--- src/rtl/core_seq_pkg.sv ---
// Shared types and constants for the core run-control sequencer.
package core_seq_pkg;

  typedef enum logic [2:0] {
    ST_IDLE,
    ST_LOAD,
    ST_RST_HOLD,
    ST_RUN,
    ST_HALT
  } seq_state_e;

  localparam logic [1:0] HALT_ABORT   = 2'd0;
  localparam logic [1:0] HALT_EBREAK  = 2'd1;
  localparam logic [1:0] HALT_ECALL   = 2'd2;
  localparam logic [1:0] HALT_TIMEOUT = 2'd3;

  localparam logic [31:0] INSTR_EBREAK = 32'h0010_0073;
  localparam logic [31:0] INSTR_ECALL  = 32'h0000_0073;

  // Returns {hit, cause}; EBREAK is checked before ECALL.
  function automatic logic [2:0] classify_instr(input logic [31:0] instr);
    logic [2:0] res;
    res = 3'b000;
    if (instr == INSTR_EBREAK) begin
      res = {1'b1, HALT_EBREAK};
    end else if (instr == INSTR_ECALL) begin
      res = {1'b1, HALT_ECALL};
    end
    return res;
  endfunction

endpackage

--- src/rtl/imem_loader.sv ---
// Program-load handshake: accepts words while active, writes them to
// consecutive instruction memory words and flags the final accepted word.
module imem_loader
  import core_seq_pkg::*;
#(
  parameter int IMEM_WORDS = 1024
) (
  input  logic        clk,
  input  logic        rst,
  input  logic        active,
  input  logic        clear,
  input  logic        abort,
  input  logic        load_valid,
  input  logic [31:0] load_data,
  input  logic        load_last,
  output logic        load_ready,
  output logic        imem_we,
  output logic [31:0] imem_addr,
  output logic [31:0] imem_wdata,
  output logic [15:0] load_words,
  output logic        load_done
);

  localparam logic [15:0] LAST_IDX = 16'(IMEM_WORDS - 1);

  logic [15:0] load_words_q;
  logic [15:0] load_words_d;
  logic        accept;

  // An abort in the same cycle as a valid word must not let that word land.
  always_comb begin
    load_ready   = active & ~abort;
    accept       = load_valid & load_ready;
    imem_we      = accept;
    imem_addr    = {14'd0, load_words_q, 2'b00};
    imem_wdata   = load_data;
    load_done    = accept & (load_last | (load_words_q == LAST_IDX));
    load_words_d = load_words_q;
    if (clear) begin
      load_words_d = '0;
    end else if (accept) begin
      load_words_d = load_words_q + 16'd1;
    end
  end

  always_ff @(posedge clk) begin
    if (rst) begin
      load_words_q <= '0;
    end else begin
      load_words_q <= load_words_d;
    end
  end

  assign load_words = load_words_q;

endmodule

--- src/rtl/core_run_sequencer.sv ---
// Run-control sequencer: loads a program, holds the core in reset, runs it
// and halts on EBREAK/ECALL/timeout/abort, reporting cause, pc and cycles.
module core_run_sequencer
  import core_seq_pkg::*;
#(
  parameter int IMEM_WORDS   = 1024,
  parameter int RESET_CYCLES = 4,
  parameter int MAX_CYCLES   = 100000,
  parameter int CNT_W        = 32
) (
  input  logic             clk,
  input  logic             rst,
  input  logic             start,
  input  logic             skip_load,
  input  logic             abort,
  input  logic             load_valid,
  output logic             load_ready,
  input  logic [31:0]      load_data,
  input  logic             load_last,
  output logic             imem_we,
  output logic [31:0]      imem_addr,
  output logic [31:0]      imem_wdata,
  output logic             core_rst,
  input  logic [31:0]      core_pc,
  input  logic [31:0]      core_instr,
  output logic             busy,
  output logic             done,
  output logic [1:0]       halt_cause,
  output logic [31:0]      halt_pc,
  output logic [CNT_W-1:0] cycle_count,
  output logic [15:0]      load_words
);

  localparam int HOLD_W = (RESET_CYCLES > 1) ? $clog2(RESET_CYCLES) : 1;
  localparam logic [HOLD_W-1:0] HOLD_INIT  = HOLD_W'(RESET_CYCLES - 1);
  localparam logic [CNT_W-1:0]  CNT_LIMIT  = CNT_W'(MAX_CYCLES - 1);

  seq_state_e        state_q, state_d;
  logic [HOLD_W-1:0] hold_cnt_q, hold_cnt_d;
  logic [CNT_W-1:0]  cycle_count_q, cycle_count_d;
  logic [1:0]        halt_cause_q, halt_cause_d;
  logic [31:0]       halt_pc_q, halt_pc_d;
  logic              core_rst_q, core_rst_d;
  logic              busy_q, busy_d;
  logic              done_q, done_d;

  logic              start_load;
  logic              load_done;
  logic [2:0]        instr_class;

  imem_loader #(
    .IMEM_WORDS(IMEM_WORDS)
  ) u_loader (
    .clk        (clk),
    .rst        (rst),
    .active     (state_q == ST_LOAD),
    .clear      (start_load),
    .abort      (abort),
    .load_valid (load_valid),
    .load_data  (load_data),
    .load_last  (load_last),
    .load_ready (load_ready),
    .imem_we    (imem_we),
    .imem_addr  (imem_addr),
    .imem_wdata (imem_wdata),
    .load_words (load_words),
    .load_done  (load_done)
  );

  always_comb begin
    state_d       = state_q;
    hold_cnt_d    = hold_cnt_q;
    cycle_count_d = cycle_count_q;
    halt_cause_d  = halt_cause_q;
    halt_pc_d     = halt_pc_q;
    start_load    = 1'b0;
    instr_class   = classify_instr(core_instr);

    unique case (state_q)
      ST_IDLE, ST_HALT: begin
        if (start) begin
          cycle_count_d = '0;
          if (skip_load) begin
            state_d    = ST_RST_HOLD;
            hold_cnt_d = HOLD_INIT;
          end else begin
            state_d    = ST_LOAD;
            start_load = 1'b1;
          end
        end
      end
      ST_LOAD: begin
        if (abort) begin
          state_d      = ST_HALT;
          halt_cause_d = HALT_ABORT;
          halt_pc_d    = '0;
        end else if (load_done) begin
          state_d    = ST_RST_HOLD;
          hold_cnt_d = HOLD_INIT;
        end
      end
      ST_RST_HOLD: begin
        if (abort) begin
          state_d      = ST_HALT;
          halt_cause_d = HALT_ABORT;
          halt_pc_d    = '0;
        end else if (hold_cnt_q == '0) begin
          state_d = ST_RUN;
        end else begin
          hold_cnt_d = hold_cnt_q - 1'b1;
        end
      end
      ST_RUN: begin
        // The halting cycle is itself a RUN cycle, so it is counted.
        cycle_count_d = cycle_count_q + 1'b1;
        if (abort) begin
          state_d      = ST_HALT;
          halt_cause_d = HALT_ABORT;
          halt_pc_d    = core_pc;
        end else if (instr_class[2]) begin
          state_d      = ST_HALT;
          halt_cause_d = instr_class[1:0];
          halt_pc_d    = core_pc;
        end else if (cycle_count_q == CNT_LIMIT) begin
          state_d      = ST_HALT;
          halt_cause_d = HALT_TIMEOUT;
          halt_pc_d    = core_pc;
        end
      end
      default: begin
        state_d = ST_IDLE;
      end
    endcase

    core_rst_d = (state_d != ST_RUN);
    busy_d     = (state_d == ST_LOAD) || (state_d == ST_RST_HOLD) || (state_d == ST_RUN);
    done_d     = (state_d == ST_HALT);
  end

  always_ff @(posedge clk) begin
    if (rst) begin
      state_q       <= ST_IDLE;
      hold_cnt_q    <= '0;
      cycle_count_q <= '0;
      halt_cause_q  <= HALT_ABORT;
      halt_pc_q     <= '0;
      core_rst_q    <= 1'b1;
      busy_q        <= 1'b0;
      done_q        <= 1'b0;
    end else begin
      state_q       <= state_d;
      hold_cnt_q    <= hold_cnt_d;
      cycle_count_q <= cycle_count_d;
      halt_cause_q  <= halt_cause_d;
      halt_pc_q     <= halt_pc_d;
      core_rst_q    <= core_rst_d;
      busy_q        <= busy_d;
      done_q        <= done_d;
    end
  end

  assign core_rst    = core_rst_q;
  assign busy        = busy_q;
  assign done        = done_q;
  assign halt_cause  = halt_cause_q;
  assign halt_pc     = halt_pc_q;
  assign cycle_count = cycle_count_q;

endmodule

--- config.mk ---
export PLATFORM = sky130hd
export DESIGN_NAME = core_run_sequencer
export DESIGN_NICKNAME = d
export VERILOG_FILES = /design/src/rtl/core_seq_pkg.sv /design/src/rtl/imem_loader.sv /design/src/rtl/core_run_sequencer.sv
export SDC_FILE = /design/constraint.sdc
export NUM_CORES = 1
export LEC_CHECK = 0
export BUFFER_PORTS_ARGS = -buffer_cell sky130_fd_sc_hd__buf_2
export CAP_MARGIN = 20
export CORE_MARGIN = 1.5
export CORE_UTILIZATION = 40
export CTS_CLUSTER_SIZE = 28
export DETAILED_ROUTE_END_ITERATION = 12
export GPL_TIMING_DRIVEN = 0
export PLACE_DENSITY = 0.76
export SLEW_MARGIN = 20
export SYNTH_ARGS = -nofsm -noshare
export SYNTH_HDL_FRONTEND = slang
export SYNTH_SLANG_ARGS = --single-unit
--- constraint.sdc ---
create_clock -name clk -period 2.4 [get_ports clk]
set_input_delay 0.12 -clock clk [delete_from_list [all_inputs] [get_ports clk]]
set_output_delay 0.12 -clock clk [all_outputs]
set_load 0.02 [all_outputs]
==> Flow_metrics.wiki <==
{| class="wikitable"
! Metric !! Value
|-
| Total die area || 12780 sq um
|-
| Total congestion overflow || 0
|-
| Sequential-to-total area share from yosys stat || 0.3718
|-
| Via count of the first global-routing pass || 4079
|-
| Depth of the worst hold-timing path || 3
|-
| Total Power Consumption || 3.374 mW
|-
| Top post-synthesis cells by area || sky130_fd_sc_hd__dfxtp_1 (37%), sky130_fd_sc_hd__buf_4 (9.9%), sky130_fd_sc_hd__o32ai_1 (5.2%)
|-
| Antenna cells || 0
|-
| Syn Area/Cell || 8.562 sq um
|-
| Total Routed Length || 12840 microns
|-
| Highest Clock Rate || 457.1 MHz
|-
| Number of DRC violations after detailed-routing iteration 0 || 247
|-
| Number of different library cells in the post-synthesis netlist || 61
|-
| Clock period minus worst slack || about 2200 ps
|-
| Filler-free cell count of the finished design || 951
|-
| TritonCTS buffer count || 9
|-
| CTS tree || done
|-
| Crit end category || flop
|-
| Vias per inst || 5.118
|-
| Worst skew pair latency || 350 ps
|-
| Share of flip-flops with an asynchronous set or reset after synthesis || 0
|-
| Seq cells post-synth || 90
|-
| Starting Density || 0.4068
|-
| Antenna violations before repair || 0
|-
| Detailed placer's ending HPWL || 9699 microns
|-
| Post-synthesis instance area || 4846 sq um
|-
| Cell count after synthesis || 566
|-
| Most frequent cells after synthesis || sky130_fd_sc_hd__dfxtp_1 (90), sky130_fd_sc_hd__buf_4 (64), sky130_fd_sc_hd__nand2_1 (60), sky130_fd_sc_hd__inv_1 (42), sky130_fd_sc_hd__nor2_1 (42)
|-
| Area of the placeable core || around 12000 sq um
|-
| Number of buffers inserted by hold repair at cts || 0
|-
| Part of the cycle the worst path needs || 0.9115
|-
| Main synth FF type || sky130_fd_sc_hd__dfxtp_1
|-
| X dimension of the die || around 110 microns
|-
| Non-Filler Cell Area, Final || 6439 sq um
|-
| Layout overhead on the synthesized area || 32.87%
|-
| Number of iterations in the first detailed-routing pass || 5
|-
| Setup repair after global routing missed its margin || no
|-
| Pin slew with the least headroom to its limit || just under 900 ps
|-
| Compound-gate portion of the synthesized area || 0.1603
|-
| Number of maximum-capacitance violations || 0
|-
| Library cell with the highest instance count after synthesis || sky130_fd_sc_hd__dfxtp_1
|-
| Status || completed
|-
| Warnings, synthesis || 0
|-
| H-Tree Level Count || 3
|-
| Data arrival, critical path || 2410 ps
|-
| RD Place Congestion || between 0.8 and 0.9
|-
| Worst-case reg-to-reg path depth || 6
|-
| Post-DP Area || 6102 sq um
|-
| Number of buffer cells added on primary ports || 203
|-
| Height of the die || 113.1 microns
|-
| Std-Cell Rows || 40
|-
| Post-route setup TNS || 0 ps
|-
| Power density over the cells || 524.0 nW/um^2
|-
| Root cell of the clock tree || sky130_fd_sc_hd__clkbuf_16
|-
| Ratio of cells with drive above 1 in the final layout || 0.4017
|-
| Clock sink total || 90
|-
| Post-route DRC violation count || 0
|-
| Max-slew headroom at the worst pin || 0.4043
|-
| Final setup viols || 0
|-
| Peak VDD IR || 0.0003935 V
|-
| Overall Global Routing Usage || 0.1937
|-
| Fin util || 0.5405
|-
| Number of nets at the end of the flow || 906
|-
| Setup WS pre-CTS || roughly 84 ps
|-
| Share of synthesized area spent on multiplexers || 0.03357
|-
| Xor-xnor portion of the synthesized cell area || 0.02169
|-
| Crit path kind || reg -> reg
|-
| Largest net degree at the start of global routing || 14
|-
| Fin Hold WS || 28.70 ps
|-
| Wire length per cell || between 10 and 15 microns
|-
| Top-Level Pins || between 200 and 300
|-
| Post-Synth Adder-Cell Area || 0.007746
|-
| Number of hold-slack violations in the final timing report || 0
|-
| Critical Path Fanout Max || 10
|-
| EDFF count, synth || 0
|-
| Antenna-violating nets left || 0
|-
| Global-route wire length before repair || 19770 microns
|-
| Worst Skew || 6.432 ps
|-
| Hold Path Class || in -> reg
|-
| Area fraction in and, or, nand and nor cells after synthesis || 0.2311
|-
| Post-route worst setup slack || 212.4 ps
|-
| Leakage component of the power || 3.075 nW
|-
| Startpoint type of the worst setup path || flop
|-
| Fraction of post-synthesis cell area in the top cell type by area || 0.3718
|-
| Dominant combinational cell family by area after synthesis || simple AND/OR/NAND/NOR gates
|-
| Fin. max-slew vios || 0
|-
| Yosys top cell by area || sky130_fd_sc_hd__dfxtp_1
|-
| Placed instance count || 931
|-
| Maximum number of buffers from clock root to sink || 2
|-
| Required time of the worst setup path || 2630 ps
|-
| Post-CTS Resized || 0
|-
| Total via count in the routed design || 4867
|-
| Clock-pin transition on the worst setup and hold timing paths || roughly 60 ps
|}
==> layout make-up <==
type	count	area, sq um
Fill cell	1124	5473
Multi-Input combinational cell	353	2262
Sequential cell	90	1802
Timing Repair Buffer	208	1066
Buffer	95	676.9
Clock buffer	12	246.5
Tap cell	147	183.9
Inverter	43	161.4
Clock inverter	3	40.04
==> critical path, stage by stage (launching register included) <==
cell and delay [ps]:
sky130_fd_sc_hd__dfxtp_1 320, sky130_fd_sc_hd__buf_2 180, sky130_fd_sc_hd__nor3b_1 750, sky130_fd_sc_hd__nand2_1 150, sky130_fd_sc_hd__a2111o_1 420, sky130_fd_sc_hd__o221ai_1 180
sky130_fd_sc_hd__a31oi_1 60
==> kinds of logic (layout without fill, tap and decap cells) <==
group | after synthesis | in the layout
compound gates | 99 | 99
xor+xnor | 12 | 12
fa+ha+maj | 3 | 3
buf+inv | 138 | 361
flops | 90 | 90
mux | 15 | 15
other cells | 1 | 16
simple gates | 208 | 208
==> power breakdown <==
group          switching, mW  leakage (nW)  internal, mW
combinational          0.259          2.21         0.190
clock                  0.573         0.142         0.827
sequential            0.0116         0.726          1.51
total                  0.844          3.07          2.53
==> worst paths after layout <==
| check | start | end | slack, ps |
|---|---|---|---|
| setup reg to reg | state_q[0]$_SDFF_PP0_ | hold_cnt_q[1]$_SDFFE_PP0P_ | 210 |
| setup / recovery | state_q[0]$_SDFF_PP0_ | hold_cnt_q[1]$_SDFFE_PP0P_ | 210 |
| hold / removal | core_pc[6] | halt_pc[6]$_SDFFE_PP0P_ | 30 |
| hold reg to reg | halt_pc[22]$_SDFFE_PP0P_ | halt_pc[22]$_SDFFE_PP0P_ | 460 |
==> registers in the layout, indices dropped and copies added (netlist names) <==
signal,flops
core_rst,1
cycle_count,32
hold_cnt_q,2
u_loader.load_words,16
halt_cause,2
state_q,3
done,1
halt_pc,32
busy,1
==> cells in the final DEF (no fill, tap or decap), types with 4 or more instances in the layout <==
master,synthesis,routed
sky130_fd_sc_hd__nor3_1,11,11
sky130_fd_sc_hd__mux2i_1,5,5
sky130_fd_sc_hd__and3_1,4,4
sky130_fd_sc_hd__and2_1,4,4
sky130_fd_sc_hd__nor2_1,42,42
sky130_fd_sc_hd__inv_1,42,42
sky130_fd_sc_hd__nor4_1,12,12
sky130_fd_sc_hd__nand3_1,25,25
sky130_fd_sc_hd__or3_1,4,4
sky130_fd_sc_hd__a31oi_1,4,4
sky130_fd_sc_hd__buf_6,10,10
sky130_fd_sc_hd__dfxtp_1,90,90
sky130_fd_sc_hd__and4_1,5,5
sky130_fd_sc_hd__clkbuf_16,0,9
sky130_fd_sc_hd__nand4_1,18,18
sky130_fd_sc_hd__clkbuf_1,17,19
sky130_fd_sc_hd__nand2_1,60,60
sky130_fd_sc_hd__xnor2_1,7,7
sky130_fd_sc_hd__xor2_1,5,5
sky130_fd_sc_hd__o21ai_0,11,11
sky130_fd_sc_hd__buf_2,4,207
sky130_fd_sc_hd__o41ai_1,6,6
sky130_fd_sc_hd__mux2_2,9,9
sky130_fd_sc_hd__o32ai_1,29,29
sky130_fd_sc_hd__o2111ai_1,6,6
sky130_fd_sc_hd__a21oi_1,17,17
sky130_fd_sc_hd__buf_4,64,68
sky130_fd_sc_hd__conb_1,1,16
==> routing by layer <==
layer | GRT usage | share of wire | up-vias
met2 | 0.3176 | 0.48 | 201
met5 | 0 | 0 | -
met3 | 0.04499 | 0.065 | 24
met1 | 0.2379 | 0.43 | 2227
met4 | 0.1000 | 0.028 | 0
li1 | - | - | 2415
==> timing repair <==
| item | CTS | global route |
|---|---|---|
| setup buffers | 0 | 5 |
| hold endpoints to repair | 0 | 0 |
| endpoints found under the setup margin | 0 | 31 |
(Power assumes the default switching activity.)
